<file path="src/rtl/hpdcache_ram_1rw_port_pkg.sv">
// Shared definitions for the 1RW SRAM request front end.
// Everything width-dependent stays local to the modules. This package only
// names which channel owns the SRAM port in a given cycle.
package hpdcache_ram_1rw_port_pkg;

    typedef enum logic [1:0] {
        GNT_NONE = 2'd0,
        GNT_WR   = 2'd1,
        GNT_RD   = 2'd2
    } ram_gnt_e;

endpackage

</file>
<file path="src/rtl/hpdcache_ram_1rw_port_rsp_fifo.sv">
// Small ring-buffer FIFO that holds SRAM read responses until they are consumed.
// Head and tail wrap at DEPTH, so DEPTH does not have to be a power of two.
// A push and a pop in the same cycle are allowed even when the FIFO is full.
module hpdcache_ram_1rw_port_rsp_fifo #(
    parameter  int unsigned DEPTH = 3,
    parameter  int unsigned WIDTH = 64,
    localparam int unsigned PTR_W = (DEPTH > 1) ? $clog2(DEPTH) : 1,
    localparam int unsigned OCC_W = $clog2(DEPTH + 1)
) (
    input  logic             clk,
    input  logic             rst_n,
    input  logic             push_i,
    input  logic [WIDTH-1:0] push_data_i,
    input  logic             pop_i,
    output logic [WIDTH-1:0] head_data_o,
    output logic             full_o,
    output logic             empty_o,
    output logic [OCC_W-1:0] occ_o
);

    localparam logic [PTR_W-1:0] PTR_LAST = PTR_W'(DEPTH - 1);
    localparam logic [OCC_W-1:0] OCC_FULL = OCC_W'(DEPTH);

    logic [WIDTH-1:0] mem_q [DEPTH];
    logic [WIDTH-1:0] mem_d [DEPTH];
    logic [PTR_W-1:0] head_q, head_d;
    logic [PTR_W-1:0] tail_q, tail_d;
    logic [OCC_W-1:0] occ_q, occ_d;

    // Advance the pointers and track occupancy from the push/pop pair
    always_comb begin
        head_d = head_q;
        tail_d = tail_q;
        occ_d  = occ_q;
        if (push_i) begin
            tail_d = (tail_q == PTR_LAST) ? '0 : tail_q + 1'b1;
        end
        if (pop_i) begin
            head_d = (head_q == PTR_LAST) ? '0 : head_q + 1'b1;
        end
        case ({push_i, pop_i})
            2'b10:   occ_d = occ_q + 1'b1;
            2'b01:   occ_d = occ_q - 1'b1;
            default: occ_d = occ_q;
        endcase
    end

    // Write the incoming response into the slot under the tail pointer
    always_comb begin
        mem_d = mem_q;
        if (push_i) begin
            mem_d[tail_q] = push_data_i;
        end
    end

    // Control state register with synchronous active-low reset
    always_ff @(posedge clk) begin
        if (!rst_n) begin
            head_q <= '0;
            tail_q <= '0;
            occ_q  <= '0;
        end else begin
            head_q <= head_d;
            tail_q <= tail_d;
            occ_q  <= occ_d;
        end
    end

    // Storage needs no reset because occupancy alone decides what is valid
    always_ff @(posedge clk) begin
        mem_q <= mem_d;
    end

    assign head_data_o = mem_q[head_q];
    assign full_o      = (occ_q == OCC_FULL);
    assign empty_o     = (occ_q == '0);
    assign occ_o       = occ_q;

endmodule

</file>
<file path="src/rtl/hpdcache_ram_1rw_port.sv">
// Request-side front end for a single-port SRAM with a one-cycle read latency.
// Write and read channels share the port. Writes win by default, but a
// streak counter bounds how long an eligible read can be held off. Read data
// lands in a response FIFO, so responses survive downstream backpressure.
module hpdcache_ram_1rw_port
    import hpdcache_ram_1rw_port_pkg::*;
#(
    parameter int unsigned ADDR_SIZE     = 8,
    parameter int unsigned DATA_SIZE     = 64,
    parameter int unsigned RSP_DEPTH     = 3,
    parameter int unsigned WR_STARVE_MAX = 4
) (
    input  logic                 clk,
    input  logic                 rst_n,
    input  logic                 wr_valid_i,
    output logic                 wr_ready_o,
    input  logic [ADDR_SIZE-1:0] wr_addr_i,
    input  logic [DATA_SIZE-1:0] wr_data_i,
    input  logic [DATA_SIZE-1:0] wr_mask_i,
    input  logic                 rd_valid_i,
    output logic                 rd_ready_o,
    input  logic [ADDR_SIZE-1:0] rd_addr_i,
    output logic                 rsp_valid_o,
    input  logic                 rsp_ready_i,
    output logic [DATA_SIZE-1:0] rsp_data_o,
    output logic                 ram_cs_o,
    output logic                 ram_we_o,
    output logic [ADDR_SIZE-1:0] ram_addr_o,
    output logic [DATA_SIZE-1:0] ram_wdata_o,
    output logic [DATA_SIZE-1:0] ram_wmask_o,
    input  logic [DATA_SIZE-1:0] ram_rdata_i
);

    localparam int unsigned OCC_W    = $clog2(RSP_DEPTH + 1);
    localparam int unsigned STREAK_W = $clog2(WR_STARVE_MAX + 1);
    localparam logic [OCC_W:0]      DEPTH_LIM  = (OCC_W + 1)'(RSP_DEPTH);
    localparam logic [STREAK_W-1:0] STREAK_MAX = STREAK_W'(WR_STARVE_MAX);

    logic [OCC_W-1:0]    fifo_occ;
    logic                fifo_full;
    logic                fifo_empty;
    logic                fifo_pop;
    logic [OCC_W:0]      pending;
    logic                rd_elig;
    ram_gnt_e            gnt;
    logic                inflight_q, inflight_d;
    logic [STREAK_W-1:0] streak_q, streak_d;

    // A read is eligible only if its response has a reserved FIFO slot; pops in this cycle are ignored
    always_comb begin
        pending = {1'b0, fifo_occ} + {{OCC_W{1'b0}}, inflight_q};
        rd_elig = rd_valid_i && !fifo_full && (pending < DEPTH_LIM);
    end

    // Single-grant arbiter: write first, unless the read has been starved or no write is pending
    always_comb begin
        gnt = GNT_NONE;
        if (rst_n) begin
            if (rd_elig && ((streak_q == STREAK_MAX) || !wr_valid_i)) begin
                gnt = GNT_RD;
            end else if (wr_valid_i) begin
                gnt = GNT_WR;
            end
        end
    end

    // Count writes that overtook an eligible read and track the outstanding SRAM read
    always_comb begin
        streak_d   = streak_q;
        inflight_d = (gnt == GNT_RD);
        if ((gnt == GNT_RD) || !rd_elig) begin
            streak_d = '0;
        end else if ((gnt == GNT_WR) && (streak_q != STREAK_MAX)) begin
            streak_d = streak_q + 1'b1;
        end
    end

    // Drive the SRAM pins straight from the grant and zero every field the grant does not use
    always_comb begin
        ram_cs_o    = 1'b0;
        ram_we_o    = 1'b0;
        ram_addr_o  = '0;
        ram_wdata_o = '0;
        ram_wmask_o = '0;
        case (gnt)
            GNT_WR: begin
                ram_cs_o    = 1'b1;
                ram_we_o    = 1'b1;
                ram_addr_o  = wr_addr_i;
                ram_wdata_o = wr_data_i;
                ram_wmask_o = wr_mask_i;
            end
            GNT_RD: begin
                ram_cs_o   = 1'b1;
                ram_addr_o = rd_addr_i;
            end
            default: begin
                ram_cs_o = 1'b0;
            end
        endcase
    end

    // Arbiter state; a read in flight at reset is dropped because inflight clears
    always_ff @(posedge clk) begin
        if (!rst_n) begin
            inflight_q <= 1'b0;
            streak_q   <= '0;
        end else begin
            inflight_q <= inflight_d;
            streak_q   <= streak_d;
        end
    end

    assign wr_ready_o  = (gnt == GNT_WR);
    assign rd_ready_o  = (gnt == GNT_RD);
    assign fifo_pop    = rsp_ready_i && !fifo_empty;
    assign rsp_valid_o = !fifo_empty;

    hpdcache_ram_1rw_port_rsp_fifo #(
        .DEPTH (RSP_DEPTH),
        .WIDTH (DATA_SIZE)
    ) i_rsp_fifo (
        .clk         (clk),
        .rst_n       (rst_n),
        .push_i      (inflight_q),
        .push_data_i (ram_rdata_i),
        .pop_i       (fifo_pop),
        .head_data_o (rsp_data_o),
        .full_o      (fifo_full),
        .empty_o     (fifo_empty),
        .occ_o       (fifo_occ)
    );

endmodule

</file>
<file path="config.mk">
export PLATFORM = sky130hd
export DESIGN_NAME = hpdcache_ram_1rw_port
export DESIGN_NICKNAME = d
export VERILOG_FILES = /design/src/rtl/hpdcache_ram_1rw_port_pkg.sv /design/src/rtl/hpdcache_ram_1rw_port_rsp_fifo.sv /design/src/rtl/hpdcache_ram_1rw_port.sv
export SDC_FILE = /design/constraint.sdc
export NUM_CORES = 1
export LEC_CHECK = 0
export CAP_MARGIN = 20
export CORE_MARGIN = 5
export CORE_UTILIZATION = 37
export CTS_CLUSTER_SIZE = 25
export DETAILED_ROUTE_END_ITERATION = 8
export PLACE_DENSITY = 0.77
export SLEW_MARGIN = 20
export SYNTH_ARGS = -nofsm -noshare
export SYNTH_HDL_FRONTEND = slang
export SYNTH_SLANG_ARGS = --single-unit
</file>
<file path="constraint.sdc">
create_clock -name clk -period 5.25 [get_ports clk]
set_input_delay 0.525 -clock clk [delete_from_list [all_inputs] [get_ports clk]]
set_output_delay 0.525 -clock clk [all_outputs]
set_load 0.1 [all_outputs]
</file>
==> impl_metrics.env <==
export IMPL_status="complete, no violations"
export IMPL_gp_congestion=0.8379
export IMPL_die_h_um=163.3
export IMPL_slew_headroom_pct=27.29
export IMPL_core_mm2=0.02333
export IMPL_cts_htree_levels=1
export IMPL_max_stage_delay_ns=1.14
export IMPL_yosysTopAreaCell="edfxtp_1"
export IMPL_rrSetupSlack_ns=1.87
export IMPL_async_reset_ff_share_pct=0
export IMPL_regToRegEndpoint="streak_q[1]"
export IMPL_yosysTopAreaCellShare_pct=66.27
export IMPL_detailed_place_hpwl_mm=22.20
export IMPL_setup_violations=0
export IMPL_syn_nets=859
export IMPL_ys_seq_area_share_pct=68.57
export IMPL_top_layer_used="met5"
export IMPL_postSynthCellCount=638
export IMPL_min_path_cells=2
export IMPL_io_pins=418
export IMPL_cts_clk_slew_worst_paths_ns=0.06
export IMPL_hold_start="streak_q[1]"
export IMPL_met1Wirelength_mm=11.55
export IMPL_avgSynthCellArea_um2=13.64
export IMPL_routed_wl_mm=29.28
export IMPL_worst_setup_path_type="reg -> out"
export IMPL_vias=6547
export IMPL_fmax_mhz=231.4
export IMPL_cp_data_required_time_ns=4.72
export IMPL_grt_max_degree=82
export IMPL_drv_cap=0
export IMPL_wl_per_cell_um=21.14
export IMPL_ys_types=33
export IMPL_cts_path_max_buffers=3
export IMPL_dieWidth_um=163.3
export IMPL_cts_setup_buffers=0
export IMPL_cts_tree="yes"
export IMPL_antenna_violating_nets_post_route=0
export IMPL_synth_common_cells="edfxtp_1, and2_1, nand2_1"
export IMPL_pwr_share_comb_pct=24.4
export IMPL_synth_area_top_cells="edfxtp_1, and2_1, mux2i_1"
export IMPL_drc=0
export IMPL_ir_worst_vdd_uv=238.1
export IMPL_ys_seq_elements=202
export IMPL_grt_pass1_wl_mm=41.18
export IMPL_grt_pass1_vias=6559
export IMPL_clkSinkCount=202
export IMPL_clk_latency_ns=0.50
export IMPL_synth_top_flop_cell="edfxtp_1"
export IMPL_yosysMostFrequentCell="edfxtp_1"
export IMPL_p_switching_uw=1330
export IMPL_firstDrtPassIters=6
export IMPL_tightest_slew_ns=1.087
export IMPL_p_clk_share_pct=34.6
export IMPL_io_buffers=417
export IMPL_p_per_area_mw_per_mm2=319.8
export IMPL_postCtsHoldBufs=0
export IMPL_crit_buf_inv=1
export IMPL_vias_per_cell=4.727
export IMPL_num_rows=56
export IMPL_worstSetupStartpointType="flip-flop"
export IMPL_r2r_start="i_rsp_fifo.occ_o[0]"
export IMPL_antenna_found_initial=16
export IMPL_grt_util_all_layers_pct=20.58
export IMPL_wl_met3_mm=2.726
export IMPL_intPower_uw=3019
export IMPL_die_area_mm2=0.02668
export IMPL_post_route_util_pct=58.28
export IMPL_fin_setup_tns_ns=0
export IMPL_ctsResizeCount=0
export IMPL_r2r_cells=10
export IMPL_crit_path_end_kind="output pin"
export IMPL_switching_share_pct=30.58
export IMPL_hold_viol=0
export IMPL_dp_cells=1341
export IMPL_wl_met2_mm=14.37
export IMPL_hold_ws_ns=0.5440
export IMPL_worstPathCellList="ha_1, ha_1, nand2_1, and3_1, a31oi_1, ha_4, and2_1, clkdlybuf4s50_1"
export IMPL_hp_class="reg -> reg"
export IMPL_period_minus_slack_ns=4.321
export IMPL_drive_gt1_share_pct=15.28
export IMPL_hold_end="streak_q[1]"
export IMPL_rsz0062_at_grt="false"
export IMPL_slew_viol_final=0
export IMPL_cts_buffers=22
export IMPL_yosysWarnings=0
export IMPL_seq_power_share_pct=41.0
export IMPL_syn_cell_area_mm2=0.008700
export IMPL_cpMostUsedCell="ha_1"
export IMPL_nets=1267
export IMPL_crit_slowest_cell="clkdlybuf4s50_1"
export IMPL_critPathMaxFanout=61
export IMPL_synth_edf_count=192
export IMPL_fin_skew_ns=0.02193
export IMPL_grt_overflow=0
export IMPL_area_growth_pct=56.31
export IMPL_layout_cells_non_filler=1385
export IMPL_cts_root_buf="clkbuf_16"
export IMPL_post_route_period_util_pct=82.30
export IMPL_worst_path_dominant_cell_family="buffers and inverters"
export IMPL_crit_arrival_ns=3.80
export IMPL_drt_iter0_drc=394
export IMPL_initial_core_util_pct=37.29
export IMPL_leakagePower_uw=0.004796
==> flip-flops by register name (all words and copies together), names as in the netlist <==
| name | cells |
|---|---|
| i_rsp_fifo.mem_q | 192 |
| streak_q | 3 |
| i_rsp_fifo.tail_q | 2 |
| inflight_q | 1 |
| i_rsp_fifo.head_q | 2 |
| i_rsp_fifo.occ_o | 2 |
==> cell usage in the layout, fill, tap and decap left out, drive strengths merged <==
cell type,n
and3,2
clkdlybuf4s50,306
clkinv,3
a22oi,8
clkinvlp,2
edfxtp,192
a21boi,4
a31oi,1
bufinv,2
nand4,1
nor2b,4
a31o,1
nor2,12
buf,119
o21a,2
xnor2,3
clkbuf,31
nor3,2
mux2i,65
ha,8
a21oi,1
o21ai,66
and2,130
and2b,1
or3b,1
or3,2
inv,5
and4b,1
nand2,73
diode,6
nand3,1
dfxtp,10
or2,1
==> worst max-delay path by stage <==
| stage | start | end | slack (ns) | cells after the start |
|---|---|---|---|---|
| 3_3_place_gp | rd_valid_i | ram_wmask_o[28] | 1.31 | 7 |
| 5_1_grt | i_rsp_fifo.occ_o[0] | ram_wmask_o[25] | 0.72 | 9 |
| 6_report | i_rsp_fifo.occ_o[0] | ram_wdata_o[27] | 0.93 | 8 |
| 3_5_place_dp | rd_valid_i | ram_wdata_o[27] | 1.24 | 7 |
| 2_1_floorplan | i_rsp_fifo.occ_o[0] | ram_addr_o[0] | 0.96 | 9 |
| 4_1_cts | i_rsp_fifo.occ_o[0] | ram_wdata_o[27] | 0.92 | 8 |
==> logic make-up after synthesis <==
kind of cell / Yosys count / share of synthesized area, %
AND/OR/NAND/NOR: 231 / 14.21
buffers and inverters: 46 / 3.006
AO/OA/AOI/OAI: 83 / 5.278
adder cells (fa/ha/maj): 8 / 1.151
XOR/XNOR: 3 / 0.3021
multiplexers: 65 / 7.479
flip-flops: 202 / 68.57
==> stage by stage <==
stage / total power, uW / worst slack [ns] / area (um2)
2_1_floorplan: 2525 / 0.9603 / 8705
3_3_place_gp: 2877 / 1.306 / 12860
3_5_place_dp: 2880 / 1.243 / 12860
4_1_cts: 4385 / 0.9247 / 13580
5_1_grt: 4491 / 0.7209 / 13590
6_report: 4349 / 0.9292 / 13600
==> worst min-delay path, stage by stage, from the launching register on <==
cell	delay, ns
dfxtp_1	0.35
mux2i_1	0.08
nor2_1	0.08
==> cell type report <==
class | count | area (um2)
fill | 1888 | 9734
sequential | 202 | 5971
timing repair buffer | 425 | 3956
multi-input combinational | 390 | 2512
clock buffer | 31 | 624.3
tap | 319 | 399.1
clock inverter | 7 | 101.3
inverter | 5 | 18.77
antenna | 6 | 15.01
==> per-layer routing <==
layer,vias up,global-route usage [%]
met5,-,0
met4,22,4.384
li1,3088,-
met3,53,7.848
met1,3116,25.54
met2,268,34.49
==> power groups by stage <==
stage               clock [uW]  sequential [uW]  combinational [uW]
floorplan                    0             1820                 709
global placement             0             1820                1060
detailed placement           0             1820                1060
CTS                       1540             1780                1070
global route              1610             1780                1090
finish                    1510             1780                1060
(Power assumes the default switching activity.)
